**config.mk**
```make
export PLATFORM = sky130hd
export DESIGN_NAME = regbank_nwp
export DESIGN_NICKNAME = d
export VERILOG_FILES = /design/src/rtl/regbank_pkg.sv /design/src/rtl/regbank_lane_arb.sv /design/src/rtl/regbank_nwp.sv
export SDC_FILE = /design/constraint.sdc
export NUM_CORES = 2
export LEC_CHECK = 0
export CORE_MARGIN = 5
export CORE_UTILIZATION = 35
export CTS_CLUSTER_SIZE = 40
export DETAILED_ROUTE_END_ITERATION = 10
export PLACE_DENSITY = 0.62
export SYNTH_ARGS = -nofsm -noshare
export SYNTH_HDL_FRONTEND = slang
export SYNTH_SLANG_ARGS = --single-unit
```
**constraint.sdc**
```tcl
create_clock -name clk -period 64.3 [get_ports clk]
set_input_delay 19.29 -clock clk [delete_from_list [all_inputs] [get_ports clk]]
set_output_delay 19.29 -clock clk [all_outputs]
set_load 0.05 [all_outputs]
```
**src/rtl/regbank_pkg.sv**
```systemverilog
// Shared constants and sizing helpers for the multi-port register bank.
// Provides byte-lane count, minimum-1 address width and counter ceiling.
package regbank_pkg;

    localparam logic [15:0] COLL_MAX = 16'hFFFF;

    function automatic int lanes(input int width);
        return width / 8;
    endfunction

    function automatic int addr_w(input int depth);
        return (depth <= 2) ? 1 : $clog2(depth);
    endfunction

endpackage

```
**src/rtl/regbank_lane_arb.sv**
```systemverilog
// Per-word, per-byte-lane priority select across the write ports.
// Ports: hit (requesting ports), data (bytes) -> sel, we, lose mask.
module regbank_lane_arb #(
    parameter int NWR = 2
) (
    input  logic [NWR-1:0]   hit,
    input  logic [NWR*8-1:0] data,
    output logic [7:0]       sel,
    output logic             we,
    output logic [NWR-1:0]   lose
);

    // Lowest-index requester wins; every later requester is a loser.
    always_comb begin
        sel  = 8'h00;
        we   = 1'b0;
        lose = '0;
        for (int i = 0; i < NWR; i++) begin
            if (hit[i]) begin
                if (we) begin
                    lose[i] = 1'b1;
                end else begin
                    we  = 1'b1;
                    sel = data[i*8 +: 8];
                end
            end
        end
    end

endmodule

```
**src/rtl/regbank_nwp.sv**
```systemverilog
// DEPTH-word register bank with NWR prioritised byte-enabled write ports,
// NRD combinational read ports (optional bypass) and collision reporting.
// Ports: clk, reset, wen/waddr/wdata/wbe, raddr/rdata, coll/coll_port/coll_cnt.
module regbank_nwp #(
    parameter int WIDTH  = 32,
    parameter int DEPTH  = 16,
    parameter int NWR    = 2,
    parameter int NRD    = 2,
    parameter int BYPASS = 1,
    parameter int AW     = regbank_pkg::addr_w(DEPTH)
) (
    input  logic                          clk,
    input  logic                          reset,
    input  logic [NWR-1:0]                wen,
    input  logic [NWR*AW-1:0]             waddr,
    input  logic [NWR*WIDTH-1:0]          wdata,
    input  logic [NWR*(WIDTH/8)-1:0]      wbe,
    input  logic [NRD*AW-1:0]             raddr,
    output logic [NRD*WIDTH-1:0]          rdata,
    output logic                          coll,
    output logic [NWR-1:0]                coll_port,
    output logic [15:0]                   coll_cnt
);

    import regbank_pkg::*;

    localparam int NB = lanes(WIDTH);

    if (WIDTH % 8 != 0 || NWR < 1 || NRD < 1) begin : g_bad_cfg
        $fatal(1, "regbank_nwp: invalid WIDTH/NWR/NRD");
    end

    logic [WIDTH-1:0]          mem [DEPTH];
    logic [DEPTH*WIDTH-1:0]    nxt;
    logic [DEPTH*NB*NWR-1:0]   lose_flat;
    logic [NWR-1:0]            lose_all;

    for (genvar w = 0; w < DEPTH; w++) begin : g_word
        for (genvar b = 0; b < NB; b++) begin : g_lane
            logic [NWR-1:0]   hit;
            logic [NWR*8-1:0] bytes;
            logic [7:0]       sel;
            logic             we;

            // Out-of-range addresses never match any word, so they
            // neither write nor take part in collisions.
            for (genvar i = 0; i < NWR; i++) begin : g_port
                assign hit[i] = wen[i] && wbe[i*NB+b] &&
                                (waddr[i*AW +: AW] == AW'(w));
                assign bytes[i*8 +: 8] = wdata[i*WIDTH + b*8 +: 8];
            end

            regbank_lane_arb #(.NWR(NWR)) u_arb (
                .hit  (hit),
                .data (bytes),
                .sel  (sel),
                .we   (we),
                .lose (lose_flat[(w*NB+b)*NWR +: NWR])
            );

            assign nxt[w*WIDTH + b*8 +: 8] =
                we ? sel : mem[w][b*8 +: 8];
        end
    end

    always_comb begin
        lose_all = '0;
        for (int k = 0; k < DEPTH*NB; k++) begin
            lose_all = lose_all | lose_flat[k*NWR +: NWR];
        end
    end

    always_ff @(posedge clk or posedge reset) begin
        if (reset) begin
            for (int w = 0; w < DEPTH; w++) begin
                mem[w] <= '0;
            end
        end else begin
            for (int w = 0; w < DEPTH; w++) begin
                mem[w] <= nxt[w*WIDTH +: WIDTH];
            end
        end
    end

    // Reads are forced to 0 during reset so a pending bypassed
    // write cannot leak through while storage is being cleared.
    always_comb begin
        rdata = '0;
        for (int j = 0; j < NRD; j++) begin
            logic [AW-1:0] ra;
            ra = raddr[j*AW +: AW];
            if (!reset && 32'(ra) < DEPTH) begin
                if (BYPASS != 0) begin
                    rdata[j*WIDTH +: WIDTH] = nxt[32'(ra)*WIDTH +: WIDTH];
                end else begin
                    rdata[j*WIDTH +: WIDTH] = mem[ra];
                end
            end
        end
    end

    always_ff @(posedge clk or posedge reset) begin
        if (reset) begin
            coll      <= 1'b0;
            coll_port <= '0;
            coll_cnt  <= '0;
        end else begin
            coll      <= |lose_all;
            coll_port <= lose_all;
            if (|lose_all && coll_cnt != COLL_MAX) begin
                coll_cnt <= coll_cnt + 16'd1;
            end
        end
    end

endmodule

```
; Word level (Yosys, flattened, before mapping)
; Index checks and enable logic that the tools add are counted.
[op_classes]
add_sub_neg = 1
eq_ne = 31
shift = 2
bitwise_logic = 63
n_reduce_logical = 140
n_mux = 514
[op_table]
columns = op, n
row1 = 2-to-1 mux 8 bit, 256
row2 = variable part select 512 x 10 -> 32 bit, 2
row3 = 2-to-1 mux 1 bit, 256
row4 = logical AND 1 bit, 137
row5 = bitwise OR 2 bit, 63
row6 = equality test 4 bit (second input constant), 16
row7 = 2-to-1 mux 32 bit, 2
row8 = equality test 4 x 3 -> 1 bit (second input constant), 8
row9 = adder 16 x 1 -> 16 bit (second input constant), 1
row10 = equality test 4 x 2 -> 1 bit (second input constant), 4
row11 = inequality test 16 bit (second input constant), 1
row12 = equality test 4 x 1 -> 1 bit (second input constant), 2
row13 = zero test 4 bit, 2
row14 = OR reduction 2 bit, 1
[totals]
ff_bits = 531
in_bits = 92
output_inout_bits = 83
word_cells = 770

; Logic depth before layout (Yosys ltp)
[logic_depth]
ltp_word = 70
depth_mapped = 12
ltp_nobuf = 8

; Hierarchy
; From an unflattened synthesis, not the netlist that was laid out.
[hier_totals]
hier_cells = 3161
area_unflattened_um2 = 36357.4
[modules_own_cells]
columns = mod, area_per_inst_um2, seq_area_each_um2, cells_each, n_inst
row1 = regbank_nwp, 28910.2, 13287.7, 2201, 1
row2 = regbank_lane_arb, 116.4, 0.0, 15, 64

; Worst setup path before layout
; OpenSTA, ideal clock, no wires.
[synth_path]
path_kind = input to output
from = in reset
to = out rdata[28]
n_path_buf = 2
arrival_ns = 37.821
path_slack_ns = 7.189
required_time_ns = 45.010
stages = 5
path_cell_list = clkbuf_1 -> inv_1 -> clkbuf_1 -> o21ai_0 -> a21oi_1
[synth_via]
elab_chain_cells = 1
[synth_rtl]
columns = item, line_no
row1 = start: declaration, regbank_nwp.sv:13  ; input logic reset,
row2 = 2-to-1 mux 32 bit, regbank_nwp.sv:92  ; if (!reset && 32'(ra) < DEPTH) begin
row3 = end: declaration, regbank_nwp.sv:19  ; output logic [NRD*WIDTH-1:0] rdata,
; Every way passes these cells.

; Worst setup path in the final report
[layout_path]
from = in waddr[0]
to = out rdata[50]
[layout_via]
elab_chain_cells = 8
word_cells_on_any_way = 130
cone_classes = eq/ne: 15 / shift: 1 / mux: 97 / reduce/logical: 17
[layout_rtl]
columns = item, line_no
row1 = start: declaration, regbank_nwp.sv:15  ; input logic [NWR*AW-1:0] waddr,
row2 = equality test 4 x 2 -> 1 bit (*), regbank_nwp.sv:49  ; (waddr[i*AW +: AW] == AW'(w));
row3 = logical AND 1 bit (*), regbank_nwp.sv:48  ; assign hit[i] = wen[i] && wbe[i*NB+b] &&
row4 = 2-to-1 mux 8 bit / 2-to-1 mux 1 bit (equally long branches), regbank_lane_arb.sv:19  ; if (hit[i]) begin
row5 = 2-to-1 mux 8 bit, regbank_lane_arb.sv:20  ; if (we) begin
row6 = 2-to-1 mux 8 bit, regbank_lane_arb.sv:19
row7 = 2-to-1 mux 8 bit (*), regbank_nwp.sv:62  ; we ? sel : mem[w][b*8 +: 8];
row8 = net nxt[82], regbank_nwp.sv:34  ; logic [DEPTH*WIDTH-1:0] nxt;
row9 = variable part select 512 x 10 -> 32 bit (*), regbank_nwp.sv:94  ; rdata[j*WIDTH +: WIDTH] = nxt[32'(ra)*WIDTH +: WIDTH];
row10 = 2-to-1 mux 32 bit (*), regbank_nwp.sv:92
; The timed path passes the listed nets; every way through them passes the cells marked *.

==> summary.md <==
| Metric | Value |
|---|---|
| Finished Layout Cells | `5115` |
| Syn Std Cell Area | `0.03348 sq mm` |
| Most used flip-flop cell after synthesis | `dfrtp_1` |
| Setup CP Type | `in2out` |
| Fmax | `22.75 MHz` |
| Die ar. | `0.1019 sq mm` |
| Nets | `3878` |
| Clk sink count | `529` |
| Worst vdd ir | `0.01687 mV` |
| Slew Limit Headroom | `0.02620` |
| Die Width | `319.3 um` |
| CTS tree | `built` |
| Crit path largest cell delay | `1.26 ns` |
| Pleak | `15.75 nW` |
| CP arrival | `24.67 ns` |
| Yosys warning total | `0` |
| DRT antenna net count | `0` |
| Mapped Cells | `3791` |
| First-pass GRT wire length | `226900 um` |
| Unrepaired setup endpoints after global routing | `false` |
| Root Buffer | `clkbuf_16` |
| PortBufs | `173` |
| Drt pass-1 iters | `7` |
| GRT Total Usage | `0.2988` |
| CP cell instances | `clkdlybuf4s50_1 -> nand2b_1 -> nor3_2 -> o21ai_0 -> a221oi_1 -> a21oi_1 -> a2111oi_0 -> a211oi_1 -> clkdlybuf4s50_1` |
| Fraction of layout cells with a size suffix above 1 | `0.09807` |
| Hold Path Class | `reg2reg` |
| Hold Vio Cnt, Final | `0` |
| Vias in the first global route | `30900` |
| Grt ovf | `0` |
| Yosys top cell area share | `0.3954` |
| CP Buf/Inv Count | `2` |
| Post-synth EDFFs | `0` |
| Final HPWL from detailed placement | `103700 um` |
| Placed cells | `4982` |
| Area grow syn2layout | `14.76%` |
| CTS Hold Buffers Added | `0` |
| Global placer's final weighted congestion | `1.004` |
| Setup ws final | `20.34 ns` |
| Via count | `33090` |
| CTS Buf Count | `66` |
| Family with the most delay on the worst path | `simple AND/OR/NAND/NOR gates` |
| Syn avg cell area | `8.832 sq um` |
| Number of gates resized after CTS | `0` |
| Worst setup EP type | `primary output` |
| Maximum number of pins on one net before global-route repair | `105` |
| H-tree lvl count | `3` |
| Crit start category | `input pin` |
| Post-Route Skew | `0.002449 ns` |
| Slowest-stage cell, CP | `nor3_2` |
| Antenna violations before repair | `17` |
| Clock tree buffer depth | `3` |
| Drt first-iter violations | `5877` |
| Worst reg2reg startpoint | `coll_cnt[3]$_DFFE_PP0P_` |
| Final core utilization | `0.4044` |
| Run status | `completed` |
| Clock latency on the worst-skew pair | `0.60 ns` |
| Fin. max-slew vios | `0` |
| Via-per-instance ratio | `6.468` |
| Tmin final | `43.96 ns` |
| Routed WL | `160900 um` |
| Setup Fix Bufs, Post-CTS | `0` |
| Drt wl/cell | `31.45 um` |
| Mapped Nets | `3884` |
| Dpl ws | `20.53 ns` |
| Synthesized flop and latch total | `529` |
| Async SR Flop Fraction | `1.000` |
| Site row count | `113` |
| Power Density | `30.18 mW/mm^2` |
| Required time of the critical path | `45.01 ns` |
| Sequential share of the synthesized area | `0.3954` |
| Core region area | `0.09501 sq mm` |
| # DRC | `0` |
| Fin crit share | `0.6836` |
| Starting Density | `0.3524` |
| Min-delay src | `coll_cnt[11]$_DFFE_PP0P_` |
| Tightest Pin Transition | `1.453 ns` |
| Maximum fanout along the worst path | `32` |
| Max_cap viols | `0` |
| IO Pins | `175` |
| Unique masters post-synth | `94` |
| Post-route setup TNS | `0 ns` |
| Cell mode on critical path | `clkdlybuf4s50_1` |
| Smallest hold slack | `0.4886 ns` |
| DIE HEIGHT | `319.3 um` |
| Post-synth top area cell | `dfrtp_1` |
| Largest cells by area after synthesis | `dfrtp_1, mux2i_1, a21oi_1` |
| Fillcell total | `9413` |
| Final setup vio count | `0` |
| CP Launch Point | `waddr[0]` |
| Register clock-pin slew on the reported worst setup and hold paths | `0.05 ns` |
## Yosys cell counts (8+ instances only)
library cell and number:
a211oi_1 53, o22ai_1 149, xnor2_1 13, a222oi_1 12
o2111ai_1 8, nor2_1 446, o221ai_1 14, nor3_2 10
buf_1 35, a22o_1 28, mux4_2 8, dfrtp_1 529
nand2b_1 20, and3_1 16, mux2i_1 520, a22oi_1 117
a21oi_1 470, a221oi_1 41, nor2b_1 16, and2_1 11
o211ai_1 14, o22a_1 8, a311oi_1 13, a2111oi_0 14
nor2_2 11, nand3_2 8, nor3_1 41, buf_2 44
nor4_1 9, nand3_1 53, nand4b_1 10, o21ai_1 18
clkbuf_1 252, a31oi_1 8, nor2_4 23, buf_4 14
o21ai_0 176, nand4_1 12, a32oi_1 9, or2_2 8
mux2_2 33, nand2_1 312, inv_1 71
## area by class of cell
type	instances	area [sq um]	area share
flip-flops and latches	529	13240	0.3445
well taps	1265	1583	0.04119
clock buffers	107	2069	0.05386
repair buffers	277	2467	0.06422
clock inverters	10	107.6	0.002800
multi-input cells	2837	18630	0.4849
inverters	74	285.3	0.007425
diodes	16	40.04	0.001042
## registers in the layout (all words and copies together) (netlist names)
name / cells
coll_cnt: 16
coll_port: 1
mem: 512
## worst paths after layout
kind	depth (start not counted)	end	slack (ns)
worst min register to register	1	coll_cnt[11]$_DFFE_PP0P_	0.49
max in group asynchronous	7	mem[458]$_DFF_PP0_	41.55
worst min-delay path	1	coll_cnt[11]$_DFFE_PP0P_	0.49
worst max-delay path	9	rdata[50]	20.34
min in group asynchronous	3	mem[151]$_DFF_PP0_	19.17
worst max register to register	6	coll_cnt[1]$_DFFE_PP0P_	61.92
## power breakdown
group | internal [mW] | switching (mW)
Combinational | 0.116 | 0.219
Sequential | 0.419 | 0.0229
Clock | 0.228 | 0.156
## metal layers
layer	share of wire	up-vias	GRT usage
met1	0.38	15670	0.3907
met5	0.00024	-	0
met3	0.13	731	0.09855
li1	-	13900	-
met4	0.079	6	0.1942
met2	0.41	2783	0.4220
## placed cells by master, fill, tap and decap left out, types with 12 or more instances in the layout
cell type / n
nand3_1: 53
a221oi_1: 41
nor2_2: 20
clkbuf_1: 18
nand4_1: 12
dfrtp_1: 529
clkdlybuf4s50_1: 164
diode_2: 16
nor2_4: 29
a211oi_1: 53
mux2_2: 33
buf_4: 104
and3_1: 16
clkbuf_16: 69
a22oi_1: 117
nor2_1: 431
a22o_1: 28
nor2b_1: 15
a311oi_1: 13
nand2b_1: 20
nand2_1: 311
a2111oi_0: 14
nor3_2: 16
clkbuf_8: 20
o211ai_1: 14
a222oi_1: 12
a21oi_1: 470
mux2i_1: 520
xnor2_1: 13
o221ai_1: 14
nor3_1: 34
o21ai_0: 176
o21ai_1: 18
o22ai_1: 149
inv_1: 70
## stage by stage
step / total power, mW / instance area [sq um]
after floorplan: 0.6737 / 33480
after global placement: 0.7613 / 36210
after detailed placement: 0.7703 / 36210
after CTS: 1.151 / 38380
after global routing: 1.204 / 38390
final: 1.159 / 38420
## cell families (layout without fill, tap and decap cells)
family / Yosys count / in the layout / share of synthesized area
adders and majority gates: 1 / 1 / 0.0003736
other: 1 / 17 / 0.0001120
muxes: 563 / 563 / 0.1726
DFF: 529 / 529 / 0.3954
and+or+nand+nor: 1062 / 1062 / 0.1538
AOI/OAI and AO/OA: 1197 / 1197 / 0.2222
buffers and inverters: 425 / 468 / 0.05220
xor gates and xnor gates: 13 / 13 / 0.003401
Note: power is estimated with default switching activity, not from simulation.
